File: config.mk
export PLATFORM = sky130hd
export DESIGN_NAME = fir_filter_mc
export DESIGN_NICKNAME = d
export VERILOG_FILES = /design/src/rtl/fir_filter_mc.sv
export SDC_FILE = /design/constraint.sdc
export NUM_CORES = 2
export LEC_CHECK = 0
export BUFFER_PORTS_ARGS = -buffer_cell sky130_fd_sc_hd__buf_4
export CORE_MARGIN = 2
export CORE_UTILIZATION = 24
export CTS_BUF_LIST = sky130_fd_sc_hd__clkbuf_4
export CTS_CLUSTER_SIZE = 25
export DETAILED_ROUTE_END_ITERATION = 8
export PLACE_DENSITY = 0.4
export SLEW_MARGIN = 15
export SYNTH_ARGS = -nofsm -noshare
export SYNTH_HDL_FRONTEND = slang
export SYNTH_SLANG_ARGS = --single-unit
File: constraint.sdc
create_clock -name i_clk -period 17 [get_ports i_clk]
set_clock_uncertainty 0.1 [all_clocks]
set_input_delay 0.85 -clock i_clk [delete_from_list [all_inputs] [get_ports i_clk]]
set_output_delay 0.85 -clock i_clk [all_outputs]
set_load 0.01 [all_outputs]
File: src/rtl/fir_filter_mc.sv
// rtl/fir_filter_mc.sv - multi-channel time-multiplexed FIR with one serial MAC
// Coefficients stream into a shadow bank and are copied to the active bank only in IDLE.
module fir_filter_mc #(
  parameter int LEN    = 21,
  parameter int NCH    = 2,
  parameter int IN_W   = 18,
  parameter int COEF_W = 25,
  parameter int OUT_W  = 8,
  parameter int ACC_W  = 48,
  parameter int SHIFT  = 33,
  localparam int CH_W  = (NCH > 1) ? $clog2(NCH) : 1,
  localparam int K_W   = (LEN > 1) ? $clog2(LEN) : 1
) (
  input  logic                    i_clk,
  input  logic                    i_rst_n,
  input  logic [COEF_W-1:0]       i_cfg_din,
  input  logic                    i_cfg_ce,
  input  logic                    i_cfg_commit,
  output logic [7:0]              o_len,
  input  logic [NCH*IN_W-1:0]     i_in,
  input  logic                    i_valid_in,
  output logic                    o_ready_in,
  output logic [OUT_W-1:0]        o_out,
  output logic [CH_W-1:0]         o_out_ch,
  output logic                    o_out_sat,
  output logic                    o_valid_out
);

  typedef enum logic [1:0] {S_IDLE, S_MAC, S_OUT} state_t;

  localparam logic signed [ACC_W:0] RND  = {{ACC_W{1'b0}}, 1'b1} << (SHIFT - 1);
  localparam logic signed [ACC_W:0] MAXV = {{(ACC_W-OUT_W+2){1'b0}}, {(OUT_W-1){1'b1}}};
  localparam logic signed [ACC_W:0] MINV = {{(ACC_W-OUT_W+2){1'b1}}, {(OUT_W-1){1'b0}}};
  localparam logic [OUT_W-1:0]      OMAX = {1'b0, {(OUT_W-1){1'b1}}};
  localparam logic [OUT_W-1:0]      OMIN = {1'b1, {(OUT_W-1){1'b0}}};

  state_t                     r_state;
  state_t                     w_next;
  logic signed [IN_W-1:0]     r_x      [NCH][LEN];
  logic signed [COEF_W-1:0]   r_shadow [LEN];
  logic signed [COEF_W-1:0]   r_active [LEN];
  logic [K_W-1:0]             r_wptr;
  logic [K_W-1:0]             r_k;
  logic [CH_W-1:0]            r_ch;
  logic                       r_pending;
  logic signed [ACC_W-1:0]    r_acc;

  logic                       w_accept;
  logic                       w_apply;
  logic                       w_last_k;
  logic                       w_last_ch;
  logic signed [IN_W+COEF_W-1:0] w_prod;
  logic signed [ACC_W-1:0]    w_prod_ext;
  logic signed [ACC_W:0]      w_sum;
  logic signed [ACC_W:0]      w_r;
  logic                       w_hi;
  logic                       w_lo;

  assign o_len      = 8'(LEN);
  assign o_ready_in = (r_state == S_IDLE);
  assign w_accept   = i_valid_in && (r_state == S_IDLE);
  assign w_apply    = (r_state == S_IDLE) && (r_pending || i_cfg_commit);
  assign w_last_k   = (r_k == K_W'(LEN - 1));
  assign w_last_ch  = (r_ch == CH_W'(NCH - 1));

  assign w_prod     = r_active[r_k] * r_x[r_ch][r_k];
  assign w_prod_ext = ACC_W'(w_prod);
  // Extra guard bit keeps the rounding add from wrapping near full scale.
  assign w_sum      = {r_acc[ACC_W-1], r_acc} + RND;
  assign w_r        = w_sum >>> SHIFT;
  assign w_hi       = (w_r > MAXV);
  assign w_lo       = (w_r < MINV);

  always_ff @(posedge i_clk or negedge i_rst_n) begin
    if (!i_rst_n) r_state <= S_IDLE;
    else          r_state <= w_next;
  end

  always_comb begin
    w_next = r_state;
    case (r_state)
      S_IDLE:  if (w_accept) w_next = S_MAC;
      S_MAC:   if (w_last_k) w_next = S_OUT;
      S_OUT:   w_next = w_last_ch ? S_IDLE : S_MAC;
      default: w_next = S_IDLE;
    endcase
  end

  always_ff @(posedge i_clk or negedge i_rst_n) begin
    if (!i_rst_n) begin
      for (int i = 0; i < LEN; i++) begin
        r_shadow[i] <= '0;
        r_active[i] <= '0;
      end
      r_wptr    <= '0;
      r_pending <= 1'b0;
    end else begin
      if (i_cfg_ce) r_shadow[r_wptr] <= i_cfg_din;
      if (w_apply) begin
        // A word written on the commit cycle bypasses the shadow so it lands in the copy.
        for (int i = 0; i < LEN; i++)
          r_active[i] <= (i_cfg_ce && (r_wptr == K_W'(i))) ? i_cfg_din : r_shadow[i];
        r_pending <= 1'b0;
        r_wptr    <= '0;
      end else begin
        if (i_cfg_ce)     r_wptr    <= w_last_wptr(r_wptr) ? '0 : r_wptr + K_W'(1);
        if (i_cfg_commit) r_pending <= 1'b1;
      end
    end
  end

  function automatic logic w_last_wptr(input logic [K_W-1:0] p);
    return (p == K_W'(LEN - 1));
  endfunction

  always_ff @(posedge i_clk or negedge i_rst_n) begin
    if (!i_rst_n) begin
      for (int c = 0; c < NCH; c++)
        for (int k = 0; k < LEN; k++)
          r_x[c][k] <= '0;
      r_k         <= '0;
      r_ch        <= '0;
      r_acc       <= '0;
      o_out       <= '0;
      o_out_ch    <= '0;
      o_out_sat   <= 1'b0;
      o_valid_out <= 1'b0;
    end else begin
      o_valid_out <= 1'b0;
      case (r_state)
        S_IDLE: begin
          if (w_accept) begin
            for (int c = 0; c < NCH; c++) begin
              for (int k = LEN - 1; k > 0; k--)
                r_x[c][k] <= r_x[c][k-1];
              r_x[c][0] <= i_in[c*IN_W +: IN_W];
            end
            r_ch  <= '0;
            r_k   <= '0;
            r_acc <= '0;
          end
        end
        S_MAC: begin
          r_acc <= r_acc + w_prod_ext;
          if (!w_last_k) r_k <= r_k + K_W'(1);
        end
        S_OUT: begin
          o_out       <= w_hi ? OMAX : (w_lo ? OMIN : w_r[OUT_W-1:0]);
          o_out_sat   <= w_hi || w_lo;
          o_out_ch    <= r_ch;
          o_valid_out <= 1'b1;
          r_ch        <= r_ch + CH_W'(1);
          r_k         <= '0;
          r_acc       <= '0;
        end
        default: ;
      endcase
    end
  end

endmodule

== After elaboration in Yosys (flattened, before gate mapping) ==
Cells that the tools add are included.

* Bits in registers: 1879
* Output and inout bits: 20
* Word-level logic and storage cells: 224

* $add $sub $neg: 5
* Multiply operators: 1
* Order comparisons: 6
* Equality and inequality tests: 26
* Mux-type cells: 52
* Bitwise logic cells: 3
* Reductions and logical operators: 37

{| class="wikitable"
|+ Operator list
! operator !! number
|-
| 378-bit 2-to-1 mux || 3
|-
| 25-bit 2-to-1 mux || 24
|-
| 525-bit bitwise mux || 1
|-
| 48-bit one-hot mux with 3 select lines || 1
|-
| 25-bit binary-select mux with 5-bit select || 1
|-
| 25-bit demux with 5-bit select || 1
|-
| 18-bit binary-select mux with 5-bit select || 1
|-
| 48-bit by 34-bit adder with 49-bit output (second input constant) || 1
|-
| 48-bit by 43-bit adder with 48-bit output || 1
|-
| 48-bit 2-to-1 mux || 1
|-
| 25-bit by 18-bit multiplier with 43-bit output || 1
|-
| 5-bit by 4-bit == test with 1-bit output (second input constant) || 8
|-
| 18-bit 2-to-1 mux || 2
|-
| 5-bit == test (second input constant) || 6
|-
| 5-bit 2-to-1 mux || 5
|-
| 1-bit logical AND || 24
|-
| 5-bit by 3-bit == test with 1-bit output (second input constant) || 4
|-
| 16-bit by 8-bit greater-than comparator with 1-bit output (second input constant) || 1
|-
| 16-bit by 8-bit < comparator with 1-bit output (second input constant) || 1
|-
| 8-bit 2-to-1 mux || 2
|-
| 5-bit one-hot mux with 3 select lines || 1
|-
| 6-bit greater-or-equal comparator (second input constant) || 2
|-
| 5-bit NOT with 6-bit output || 2
|-
| 5-bit by 1-bit adder with 5-bit output (second input constant) || 2
|-
| 21 further kinds || 34
|}

== Depth between registers and ports, before layout ==
* Word-level depth: 10
* Depth in mapped cells: 37

== Worst setup path after synthesis ==
No wires, ideal clock.

* Path type: flip-flop to flip-flop
* Start point: reg r_ch
* End point: reg r_acc[43]
* Library setup time: 0.122 ns
* Arrival: 8.421 ns
* Required time: 16.778 ns
* Setup slack: 8.357 ns
* Stages on the path, launching flop included: 30
* Path buffers: 6
* Cells stage by stage: dfrtp_1 buf_6 buf_12 buf_8 buf_6 buf_6 mux4_2 mux4_2 nand2_1 o31ai_1 nand2_1 inv_1 fa_1 fa_1 inv_1 fa_1 inv_1 fa_1 fa_1 fa_1 ha_1 ha_1 clkbuf_1 a21o_1 a31o_2 o31ai_1 o31a_1 a21oi_1 or3_1 a32o_1

* Cells in the longest elaborated chain, start to end: 10

{| class="wikitable"
|+ RTL lines
! element !! RTL line !! text
|-
| start, declared || 44 || <nowiki>logic [CH_W-1:0] r_ch;</nowiki>
|-
| start signal, assigned || 152 || <nowiki>r_ch <= r_ch + CH_W'(1);</nowiki>
|-
| 1-bit NOT with 2-bit output (implied by the code) || 66 || <nowiki>assign w_prod = r_active[r_k] * r_x[r_ch][r_k];</nowiki>
|-
| 378-bit 2-to-1 mux (implied by the code) (3 in series) || 66 ||
|-
| 18-bit binary-select mux with 5-bit select || 66 ||
|-
| 18-bit 2-to-1 mux (implied by the code) (2 in series) || 66 ||
|-
| 25-bit by 18-bit multiplier with 43-bit output || 66 ||
|-
| 48-bit by 43-bit adder with 48-bit output || 144 || <nowiki>r_acc <= r_acc + w_prod_ext;</nowiki>
|-
| 48-bit one-hot mux with 3 select lines || 130 || <nowiki>case (r_state)</nowiki>
|-
| end signal, assigned || 144 ||
|-
| end, declared || 46 || <nowiki>logic signed [ACC_W-1:0] r_acc;</nowiki>
|}

Every way passes these cells. The select of a mux whose other input is x is not followed.
A chain may end at the register's enable or synchronous reset.

== Worst setup path in the final report ==
* Start point: reg r_k[1]
* End point: reg r_acc[43]

* Cells in the longest elaborated chain, start to end: 7
* Elaborated cells between the ends (all ways): 10
* Those cells by class: 1 x add/sub; 1 x mul; 7 x mux; 1 x bitwise

{| class="wikitable"
|+ RTL lines
! element !! RTL line !! text
|-
| start, declared || 43 || <nowiki>logic [K_W-1:0] r_k;</nowiki>
|-
| start signal, assigned || 145 || <nowiki>if (!w_last_k) r_k <= r_k + K_W'(1);</nowiki>
|-
| 5-bit NOT with 6-bit output (implied by the code) * || 66 ||
|-
| 25-bit binary-select mux with 5-bit select or 18-bit binary-select mux with 5-bit select (tied branches) || 66 ||
|-
| 25-bit 2-to-1 mux (implied by the code) or 18-bit 2-to-1 mux (tied branches) (2 in series) || 66 ||
|-
| 25-bit by 18-bit multiplier with 43-bit output * || 66 ||
|-
| 48-bit by 43-bit adder with 48-bit output * || 144 ||
|-
| 48-bit one-hot mux with 3 select lines * || 130 ||
|}

Mark *: on every way between the ends. The rest lies on a longest branch, timed or not. The select of a mux whose other input is x is not followed.

==> run metrics <==
Slowest cell on crit path=buf_4; EDFF count, synth=0; Largest stage delay, worst path=800 ps; DR iter-0 viols=2,772; CTS Root Cell=clkbuf_4; worst reg2reg path depth=26; Final Max Slew Viols=0; outcome=complete, no violations; share of cells above drive strength 1=31.1%; GPL Wtd Cong=0.795; antenna violations before repair=18; count of input and output buffers=77; endpoints failing setup=0; CTS resizes=0; commonest cells after routing, fill and taps aside=1,873 x dfrtp_1, 1,866 x nand2_1, 1,301 x mux2_2, 813 x clkbuf_4, 595 x inv_1; Syn Inst Count=8,086; CP Class=reg -> reg; GRT Residual Overflow=0; vias in the first global route=69,300; reg2reg start=r_k[1]$_DFFE_PN0P_; Initial Util=24.0%; worst path bufs/invs=6; crit-path max FO=43; register area=47,000 um^2; fin cells=14,300; fill cell count=43,200; first-pass GRT wire length=432,000 um; Placed Instances=13,300; Max Freq=0.0930 GHz; WHS Path Cells=4; library cells used by synthesis=77; DRC=0; Worst setup EP type=flop; I/O Pins=86; Placeable Area=412,000 um^2; Worst EP arrival=11,960 ps; Layout area overhead=14.3%; Sum Neg Setup Slack=0 ps; Min-Delay Path Class=in -> reg; number of max-cap violations=0; worst-margin pin slew=1170 ps; unrepaired setup endpoints after global routing=no; commonest non-fill, non-tap cell in the layout=dfrtp_1; Avg Cell Area, Syn=12.3 um^2; dpl hpwl=169,000 um; largest net degree at the start of global routing=186; crit-path most repeated cell=fa_1; die area=418,000 um^2; Final Hold Viols=0; final worst path period need=10,750 ps; vias per inst=4.40; Post-DRT Antenna Nets=0; asr flop ratio synth=100%; synth top area cells=dfrtp_1 47%, mux2_2 15%, fa_1 10%; Final #Nets=9,154; Rows=236; CTS Buffer Depth=4; Top FF cell, synth=dfrtp_1; area of the multi-input gates=47,800 um^2; Yosys top cell area share=47.4%; CTS Buf Count=549; RR Endpoint=r_acc[43]$_DFFE_PN0P_; Num Clock Sinks=1,879; Final Cycle Share=63.2%; via count=62,800; CTS tree=done; Post-Syn Area=99,100 um^2; CP required=18,210 ps; hold_sp=i_cfg_ce; H-tree Lvls=6; GRT Overall Usage=13.3%; Slew headroom=22.0%; area leader, netlist=dfrtp_1; Crit path max-delay family=adder cells; clk_lat worst skew=1470 ps; DR WL/cell=19.3 um; warning count from the yosys run=0; Hold EP=r_wptr[0]$_DFFE_PN0P_; synthesis-stage register bit count=1,879; drt total wl=276,000 um; DIE HEIGHT=647 um; Seq/Total Area, Yosys=47.4%; die width=647 um; Worst setup SP type=flop; DR pass1 iterations=5; R2R setup slack=6250 ps; clock slew seen by the registers of the worst setup and hold paths=80 ps
-- worst reg2reg max path, stage by stage, from the launching register on --
cell and delay, ps:
dfrtp_4 750, buf_4 710, buf_4 840, mux4_2 440, mux4_2 500, nand2_1 90
o21ai_1 70, buf_4 240, nand2_1 210, inv_1 80, fa_1 720, fa_1 500
inv_1 660, fa_1 560, inv_1 90, fa_1 440, fa_1 570, fa_1 430
ha_1 290, ha_1 390, a21o_1 240, a31o_2 220, o31ai_1 560, o31a_1 280
a21oi_1 110, or3_1 370, a32o_1 250
-- registers in the layout (all words and copies together) (netlist names) --
signal	flops
r_x	756
r_active	525
r_shadow	525
r_acc	48
o_out	8
r_k	5
r_wptr	5
r_state	2
o_out_ch	1
o_out_sat	1
o_valid_out	1
r_ch	1
r_pending	1
-- metrics by stage --
| stage | setup slack, ps | util [%] | hold WS, ps | cell area (um^2) |
|---|---|---|---|---|
| global placement | 6160 | 25.6 | 352 | 106000 |
| floorplan | 8360 | - | 340 | 99100 |
| finish | 6250 | 27.5 | 268 | 113000 |
| global route | 5660 | 27.5 | 124 | 113000 |
| detailed placement | 6080 | 25.6 | 356 | 106000 |
| CTS | 6130 | 27.5 | 34.2 | 113000 |
-- routing by layer --
metal | GRT usage [%] | vias up | part of all wire [%]
li1 | - | 27900 | -
met1 | 18.1 | 33300 | 47
met2 | 21.9 | 1137 | 48
met3 | 2.21 | 415 | 3.8
met4 | 3.38 | 4 | 1.9
met5 | 0 | - | 0.0098
-- cells by family after synthesis --
family                   after synthesis  share of synthesized area (%)
other                                  2                        0.00758
AND/OR/NAND/NOR                     2299                           9.26
AO/OA/AOI/OAI                        399                           2.62
buffers and inverters               1107                           4.69
flip-flops                          1879                           47.4
adder cells (fa/ha/maj)              652                           12.1
multiplexers                        1697                           23.5
XOR/XNOR                              51                          0.451
-- synthesized netlist by cell type, types with 15 or more instances --
library cell and number:
a21o_1 35, o21ai_1 18, fa_1 507, clkbuf_1 315
and3_1 15, nand4_1 19, nor3_1 18, inv_1 596
mux2i_1 41, mux4_1 54, nand2b_1 23, buf_1 55
nor2b_1 79, xnor2_1 33, nor2_1 190, buf_4 35
mux4_2 299, o211ai_1 15, a21oi_1 75, mux2_2 1301
xor2_1 18, o21ai_0 102, ha_1 145, buf_6 24
and2_1 24, buf_2 67, a22oi_1 40, nand2_1 1887
nand3_1 15, dfrtp_1 1879
-- timing repair --
item                       CTS  global route
hold endpoints to repair  1584             0
buffers inserted             0             0
hold buffers               102             0
-- worst max path at each step --
stage | depth (start not counted) | startpoint | slack, ps | endpoint
final | 26 | r_k[1]$_DFFE_PN0P_ | 6250 | r_acc[43]$_DFFE_PN0P_
after global routing | 26 | r_ch$_DFFE_PN0P_ | 5660 | r_acc[40]$_DFFE_PN0P_
after CTS | 26 | r_k[1]$_DFFE_PN0P_ | 6130 | r_acc[43]$_DFFE_PN0P_
after detailed placement | 26 | r_k[1]$_DFFE_PN0P_ | 6080 | r_acc[43]$_DFFE_PN0P_
after global placement | 26 | r_k[1]$_DFFE_PN0P_ | 6160 | r_acc[43]$_DFFE_PN0P_
after floorplan | 29 | r_ch$_DFFE_PN0P_ | 8360 | r_acc[43]$_DFFE_PN0P_
-- area by class of cell --
| class | count | area share, % |
|---|---|---|
| multi-input cells | 5106 | 42.2 |
| flip-flops and latches | 1879 | 41.5 |
| well taps | 5474 | 6.05 |
| clock buffers | 813 | 5.39 |
| repair buffers | 300 | 2.36 |
| inverters | 600 | 1.99 |
| clock inverters | 97 | 0.521 |
| diodes | 7 | 0.0155 |
Power is not shown: default switching activity piles up to over one toggle a cycle in this logic, so the estimate is an artifact.
